`src/rtl/execute_cc_stage_pkg.sv`:
```
// Shared Y86-64 execute-stage definitions: instruction/status codes, ALU function
// encoding, condition-code layout and the jXX/cmovXX condition evaluator.
package execute_cc_stage_pkg;

    localparam logic [3:0] STAT_AOK = 4'd1;
    localparam logic [3:0] STAT_HLT = 4'd2;
    localparam logic [3:0] STAT_ADR = 4'd3;
    localparam logic [3:0] STAT_INS = 4'd4;

    localparam logic [3:0] I_HALT   = 4'h0;
    localparam logic [3:0] I_NOP    = 4'h1;
    localparam logic [3:0] I_RRMOVQ = 4'h2;
    localparam logic [3:0] I_IRMOVQ = 4'h3;
    localparam logic [3:0] I_RMMOVQ = 4'h4;
    localparam logic [3:0] I_MRMOVQ = 4'h5;
    localparam logic [3:0] I_OPQ    = 4'h6;
    localparam logic [3:0] I_JXX    = 4'h7;
    localparam logic [3:0] I_CALL   = 4'h8;
    localparam logic [3:0] I_RET    = 4'h9;
    localparam logic [3:0] I_PUSHQ  = 4'hA;
    localparam logic [3:0] I_POPQ   = 4'hB;

    typedef enum logic [1:0] {
        ALU_ADD = 2'd0,
        ALU_SUB = 2'd1,
        ALU_AND = 2'd2,
        ALU_XOR = 2'd3
    } alufun_e;

    typedef struct packed {
        logic zf;
        logic sf;
        logic of;
    } cc_t;

    localparam cc_t CC_RESET = '{zf: 1'b1, sf: 1'b0, of: 1'b0};

    // Condition for jXX/cmovXX, evaluated against the committed CC register.
    function automatic logic cond_eval(input cc_t cc, input logic [3:0] ifun);
        logic lt;
        lt = cc.sf ^ cc.of;
        case (ifun)
            4'd0:    cond_eval = 1'b1;
            4'd1:    cond_eval = lt | cc.zf;
            4'd2:    cond_eval = lt;
            4'd3:    cond_eval = cc.zf;
            4'd4:    cond_eval = ~cc.zf;
            4'd5:    cond_eval = ~lt;
            4'd6:    cond_eval = ~lt & ~cc.zf;
            default: cond_eval = 1'b0;
        endcase
    endfunction

endpackage

```
`src/rtl/execute_cc_stage_alu64.sv`:
```
// Combinational ALU: computes B op A (add/sub/and/xor) and the ZF/SF/OF flags.
// A disabled operation yields a zero result.
module execute_cc_stage_alu64
    import execute_cc_stage_pkg::*;
#(
    parameter int DATA_W = 64
) (
    input  logic signed [DATA_W-1:0] a_i,
    input  logic signed [DATA_W-1:0] b_i,
    input  alufun_e                  fun_i,
    input  logic                     en_i,
    output logic signed [DATA_W-1:0] val_o,
    output cc_t                      flags_o
);

    logic signed [DATA_W-1:0] res;
    logic                     a_msb, b_msb, r_msb;

    always_comb begin
        res = '0;
        if (en_i) begin
            case (fun_i)
                ALU_ADD: res = b_i + a_i;
                ALU_SUB: res = b_i - a_i;
                ALU_AND: res = b_i & a_i;
                ALU_XOR: res = b_i ^ a_i;
                default: res = '0;
            endcase
        end
    end

    assign a_msb = a_i[DATA_W-1];
    assign b_msb = b_i[DATA_W-1];
    assign r_msb = res[DATA_W-1];

    always_comb begin
        flags_o.zf = (res == '0);
        flags_o.sf = r_msb;
        case (fun_i)
            ALU_ADD: flags_o.of = (a_msb == b_msb) & (r_msb != a_msb);
            ALU_SUB: flags_o.of = (a_msb != b_msb) & (r_msb != b_msb);
            default: flags_o.of = 1'b0;
        endcase
    end

    assign val_o = res;

endmodule

```
`src/rtl/execute_cc_stage.sv`:
```
// Y86-64 execute stage: ALU operand selection, CC register, Cnd evaluation and
// the E->M pipeline register with stall/bubble control.
module execute_cc_stage
    import execute_cc_stage_pkg::*;
#(
    parameter int         DATA_W = 64,
    parameter logic [3:0] RNONE  = 4'hF
) (
    input  logic              clk,
    input  logic              rst,
    input  logic [3:0]        E_stat,
    input  logic [3:0]        E_icode,
    input  logic [3:0]        E_ifun,
    input  logic [DATA_W-1:0] E_valC,
    input  logic [DATA_W-1:0] E_valA,
    input  logic [DATA_W-1:0] E_valB,
    input  logic [3:0]        E_dstE,
    input  logic [3:0]        E_dstM,
    input  logic              cc_block,
    input  logic              M_stall,
    input  logic              M_bubble,
    output logic [DATA_W-1:0] e_valE,
    output logic [3:0]        e_dstE,
    output logic              e_cnd,
    output logic              cc_zf,
    output logic              cc_sf,
    output logic              cc_of,
    output logic [3:0]        M_stat,
    output logic [3:0]        M_icode,
    output logic              M_cnd,
    output logic [DATA_W-1:0] M_valE,
    output logic [DATA_W-1:0] M_valA,
    output logic [3:0]        M_dstE,
    output logic [3:0]        M_dstM
);

    typedef struct packed {
        logic [3:0]        stat;
        logic [3:0]        icode;
        logic              cnd;
        logic [DATA_W-1:0] valE;
        logic [DATA_W-1:0] valA;
        logic [3:0]        dstE;
        logic [3:0]        dstM;
    } m_reg_t;

    localparam m_reg_t M_NOP = '{stat: STAT_AOK, icode: I_NOP, cnd: 1'b0,
                                 valE: '0, valA: '0, dstE: RNONE, dstM: RNONE};

    localparam logic signed [DATA_W-1:0] EIGHT = DATA_W'(8);

    logic signed [DATA_W-1:0] alu_a, alu_b, alu_val;
    alufun_e                  alu_fun;
    logic                     is_op, op_ok, alu_en, set_cc, cnd;
    cc_t                      alu_flags, cc_d, cc_q;
    m_reg_t                   m_d, m_q;

    always_comb begin
        alu_a = '0;
        case (E_icode)
            I_RRMOVQ, I_OPQ:             alu_a = $signed(E_valA);
            I_IRMOVQ, I_RMMOVQ, I_MRMOVQ: alu_a = $signed(E_valC);
            I_CALL, I_PUSHQ:             alu_a = -EIGHT;
            I_RET, I_POPQ:               alu_a = EIGHT;
            default:                     alu_a = '0;
        endcase
    end

    always_comb begin
        alu_b = '0;
        case (E_icode)
            I_RMMOVQ, I_MRMOVQ, I_OPQ, I_CALL, I_RET, I_PUSHQ, I_POPQ:
                alu_b = $signed(E_valB);
            default:
                alu_b = '0;
        endcase
    end

    // Only OPq selects a non-add function; an out-of-range OPq ifun zeroes the result.
    assign is_op   = (E_icode == I_OPQ);
    assign op_ok   = (E_ifun <= 4'd3);
    assign alu_fun = is_op ? alufun_e'(E_ifun[1:0]) : ALU_ADD;
    assign alu_en  = ~is_op | op_ok;

    execute_cc_stage_alu64 #(
        .DATA_W (DATA_W)
    ) u_alu (
        .a_i     (alu_a),
        .b_i     (alu_b),
        .fun_i   (alu_fun),
        .en_i    (alu_en),
        .val_o   (alu_val),
        .flags_o (alu_flags)
    );

    assign set_cc = is_op & op_ok & (E_stat == STAT_AOK) & ~cc_block;
    assign cc_d   = set_cc ? alu_flags : cc_q;

    always_ff @(posedge clk) begin
        if (rst) cc_q <= CC_RESET;
        else     cc_q <= cc_d;
    end

    // Cnd looks at the CC from earlier instructions, never this one's flags.
    assign cnd    = cond_eval(cc_q, E_ifun);
    assign e_cnd  = ((E_icode == I_RRMOVQ) | (E_icode == I_JXX)) & cnd;
    assign e_dstE = ((E_icode == I_RRMOVQ) & ~e_cnd) ? RNONE : E_dstE;
    assign e_valE = alu_val;

    always_comb begin
        m_d = m_q;
        if (!M_stall) begin
            if (M_bubble) begin
                m_d = M_NOP;
            end else begin
                m_d.stat  = E_stat;
                m_d.icode = E_icode;
                m_d.cnd   = e_cnd;
                m_d.valE  = e_valE;
                m_d.valA  = E_valA;
                m_d.dstE  = e_dstE;
                m_d.dstM  = E_dstM;
            end
        end
    end

    always_ff @(posedge clk) begin
        if (rst) m_q <= M_NOP;
        else     m_q <= m_d;
    end

    assign cc_zf   = cc_q.zf;
    assign cc_sf   = cc_q.sf;
    assign cc_of   = cc_q.of;
    assign M_stat  = m_q.stat;
    assign M_icode = m_q.icode;
    assign M_cnd   = m_q.cnd;
    assign M_valE  = m_q.valE;
    assign M_valA  = m_q.valA;
    assign M_dstE  = m_q.dstE;
    assign M_dstM  = m_q.dstM;

endmodule

```
`config.mk`:
```
export PLATFORM = sky130hd
export DESIGN_NAME = execute_cc_stage
export DESIGN_NICKNAME = d
export VERILOG_FILES = /design/src/rtl/execute_cc_stage_pkg.sv /design/src/rtl/execute_cc_stage_alu64.sv /design/src/rtl/execute_cc_stage.sv
export SDC_FILE = /design/constraint.sdc
export NUM_CORES = 1
export LEC_CHECK = 0
export CAP_MARGIN = 20
export CORE_UTILIZATION = 46
export CTS_BUF_LIST = sky130_fd_sc_hd__clkbuf_4
export DETAILED_ROUTE_END_ITERATION = 8
export MAX_ROUTING_LAYER = met4
export PLACE_DENSITY_LB_ADDON = 0.12
export SLEW_MARGIN = 25
export SYNTH_ARGS = -nofsm -noshare
export SYNTH_HDL_FRONTEND = slang
export SYNTH_SLANG_ARGS = --single-unit
```
`constraint.sdc`:
```
create_clock -name clk -period 6.9 [get_ports clk]
set_input_delay 1.035 -clock clk [delete_from_list [all_inputs] [get_ports clk]]
set_output_delay 1.035 -clock clk [all_outputs]
set_load 0.01 [all_outputs]
```
==> flow_metrics.env <==
export IMPL_status="finished with violations"
export IMPL_violations="setup timing"
export IMPL_synthTopCellsByArea="dfxtp_1 (20%), ha_1 (10%), a21oi_1 (9.5%), nor2_1 (5.9%), xnor2_1 (4.1%)"
export IMPL_hold_viol=0
export IMPL_finalSetupViolCount=16
export IMPL_dp_hpwl_um=59400
export IMPL_yosysSeqAreaShare_pct=19.6
export IMPL_p_per_area_mw_per_mm2=151
export IMPL_slew_violations=0
export IMPL_routed_via_density=6.16
export IMPL_rsz0062_at_grt="yes"
export IMPL_route_detailed_drc=0
export IMPL_maxCapViolations=0
export IMPL_hold_ws_ns=0.490
export IMPL_place_area_mm2=0.0235
export IMPL_cp_end_kind="output port"
export IMPL_cts_made_buffers=17
export IMPL_cts_buffer_depth=2
export IMPL_ios=434
export IMPL_io_buffers=433
export IMPL_synth_area_leader_cell="dfxtp_1"
export IMPL_max_slew_margin_pct=32.8
export IMPL_p_clk_share_pct=16.4
export IMPL_num_vias=21200
export IMPL_r2r_slack_ns=4.39
export IMPL_fmax_ghz=0.141
export IMPL_crit_fanout=14
export IMPL_finalPower_w=0.00386
export IMPL_setup_ws_ns=-0.216
export IMPL_worstPathArrival_ns=6.08
export IMPL_yosys_warnings=0
export IMPL_die_w_um=183
export IMPL_area_growth_pct=69.2
export IMPL_p_comb_share_pct=59.8
export IMPL_clk_pin_slew_ns=0.15
export IMPL_cts_sinks=148
export IMPL_die_height_um=183
export IMPL_dieArea_mm2=0.0336
export IMPL_drive_above_1_share_pct=31.1
export IMPL_syn_area_mm2=0.0151
export IMPL_grt_usage_pct=45.4
export IMPL_htree_levels=4
export IMPL_grt_pass1_vias=20300
export IMPL_synth_cells=2088
export IMPL_synth_distinct_cells=81
export IMPL_async_flop_share_pct=0
export IMPL_synth_avg_cell_area_um2=7.25
export IMPL_ys_flop_type="dfxtp_1"
export IMPL_dr_pass1_iters=8
export IMPL_grt_pass1_wl_um=114000
export IMPL_overflow=0
export IMPL_drtIter0Drc=2114
export IMPL_grt_start_max_net_pins=124
export IMPL_nets=3318
export IMPL_wl_per_cell_um=23.4
export IMPL_synth_edff_count=0
export IMPL_stdcell_area_mm2=0.0256
export IMPL_cts_tree="done"
export IMPL_power_switching_w=0.00159
export IMPL_worstSetupPathType="in -> out"
export IMPL_root_buffer="clkbuf_4"
export IMPL_synthTopCellsByCount="a21oi_1 (287), nor2_1 (239), dfxtp_1 (148)"
export IMPL_min_period_ns=7.12
export IMPL_cts_hold_buffers_added=0
export IMPL_synth_most_common_cell="a21oi_1"
export IMPL_startpoint_type="input pin"
export IMPL_hp_class="reg -> reg"
export IMPL_synth_top_area_share_pct=19.6
export IMPL_fin_skew_ns=0.0241
export IMPL_synth_nets=2430
export IMPL_routed_wl_um=80400
export IMPL_row_count=66
export IMPL_setup_tns_ns=-1.41
export IMPL_coreArea_mm2=0.0325
export IMPL_ys_seq_elements=148
export IMPL_ant_nets=0
export IMPL_gp_congestion=1.06
export IMPL_intPower_w=0.00227
export IMPL_swShare_pct=41.2
export IMPL_worst_pin_slew_ns=1.01
export IMPL_clkLatencyLatePin_ns=0.69
export IMPL_cp_data_required_time_ns=5.86
export IMPL_initial_core_util_pct=46.6
export IMPL_antenna_found_initial=6
export IMPL_fin_crit_sh_pct=103
export IMPL_irDropWorstVdd_v=0.000128
export IMPL_p_seq_share_pct=23.8
export IMPL_p_leak_nw=11.2
## worst max-delay path, cell delays in order
cell and delay [ns]:
clkbuf_4 0.16, buf_12 0.16, nor2b_4 0.16, buf_4 0.16, a21oi_1 0.47, o2bb2ai_2 0.15
nor2_1 0.15, and4_4 0.30, and3_4 0.20, and2_4 0.16, nand3_2 0.09, or2_4 0.28
o21ai_4 0.17, xnor2_1 0.17, ha_1 0.32, a211oi_2 0.09, o21a_1 0.22, o31ai_4 0.32
nand3b_1 0.20, o22ai_2 0.10, nor2_4 0.22, buf_6 0.16, a21o_1 0.12, xor2_1 0.17
o2bb2ai_2 0.15, buf_2 0.16
## through the flow
| step | cells | utilization [%] | worst slack [ns] |
|---|---|---|---|
| finish | 3436 | 78.9 | -0.216 |
| global route | 3436 | 78.9 | -0.355 |
| CTS | 3398 | 75.6 | -0.0424 |
| detailed placement | 3343 | 72.4 | -1.40 |
| global placement | 3343 | 72.4 | -1.34 |
| floorplan | 2088 | - | 0.0309 |
## flip-flops by register name, indices dropped and copies added (netlist names)
| register | count |
|---|---|
| M_cnd | 1 |
| M_dstE | 4 |
| M_dstM | 4 |
| M_icode | 4 |
| M_stat | 4 |
| M_valA | 64 |
| M_valE | 64 |
| cc_of | 1 |
| cc_sf | 1 |
| cc_zf | 1 |
## per-layer routing
layer / routed length [µm] / global-route usage [%]
met1: 28100 / 47.9
met2: 37700 / 76.0
met3: 7280 / 8.52
met4: 7340 / 33.6
met5: 0 / -
## power by group through the flow
stage                     clock network [W]  logic (W)  registers, W
after floorplan                           0   0.000896      0.000952
final                              0.000633    0.00231      0.000919
after detailed placement                  0    0.00207      0.000936
after global routing               0.000662    0.00242      0.000922
after CTS                          0.000623    0.00214      0.000917
after global placement                    0    0.00203      0.000932
## placed cells by master (no fill, tap or decap), drive strengths merged, types with 70 or more instances in the layout
cell           netlist  final
buf                 46    601
clkdlybuf4s50        0    387
a21oi              288    288
nor2               240    240
dfxtp              148    148
o21ai              130    130
nand2              127    127
ha                 124    124
xnor2               71     71
nor3b               70     70
## layout make-up
class                   count  area, µm²
fillers                  2274       6840
inverters                  48        180
multi-input cells        1736      12700
clock inverters            14        150
diodes                      5       12.5
flip-flops and latches    148       2960
clock buffers              18        135
repair buffers           1025       8950
well taps                 442        553
## worst paths after layout
| check | start | endpoint | cells past startpoint |
|---|---|---|---|
| max | E_icode[3] | e_valE[59] | 26 |
| min | M_valE[13] | M_valE[13] | 2 |
| max reg2reg | cc_of | M_dstE[2] | 9 |
| min reg2reg | M_valE[13] | M_valE[13] | 2 |
## timing repair
action,in CTS,in global routing
cloned,2,3
setup endpoints to repair,45,42
pin swaps,51,88
gates resized for setup,209,203
setup buffers,21,31
## kinds of logic after synthesis
| family | share of synthesized area (%) |
|---|---|
| muxes | 4.23 |
| DFF | 19.6 |
| xor gates and xnor gates | 6.83 |
| adders and majority gates | 10.4 |
| buffers and inverters | 5.47 |
| and+or+nand+nor | 25.4 |
| AOI/OAI and AO/OA | 28.1 |
Note: power is estimated with default switching activity, not from simulation.
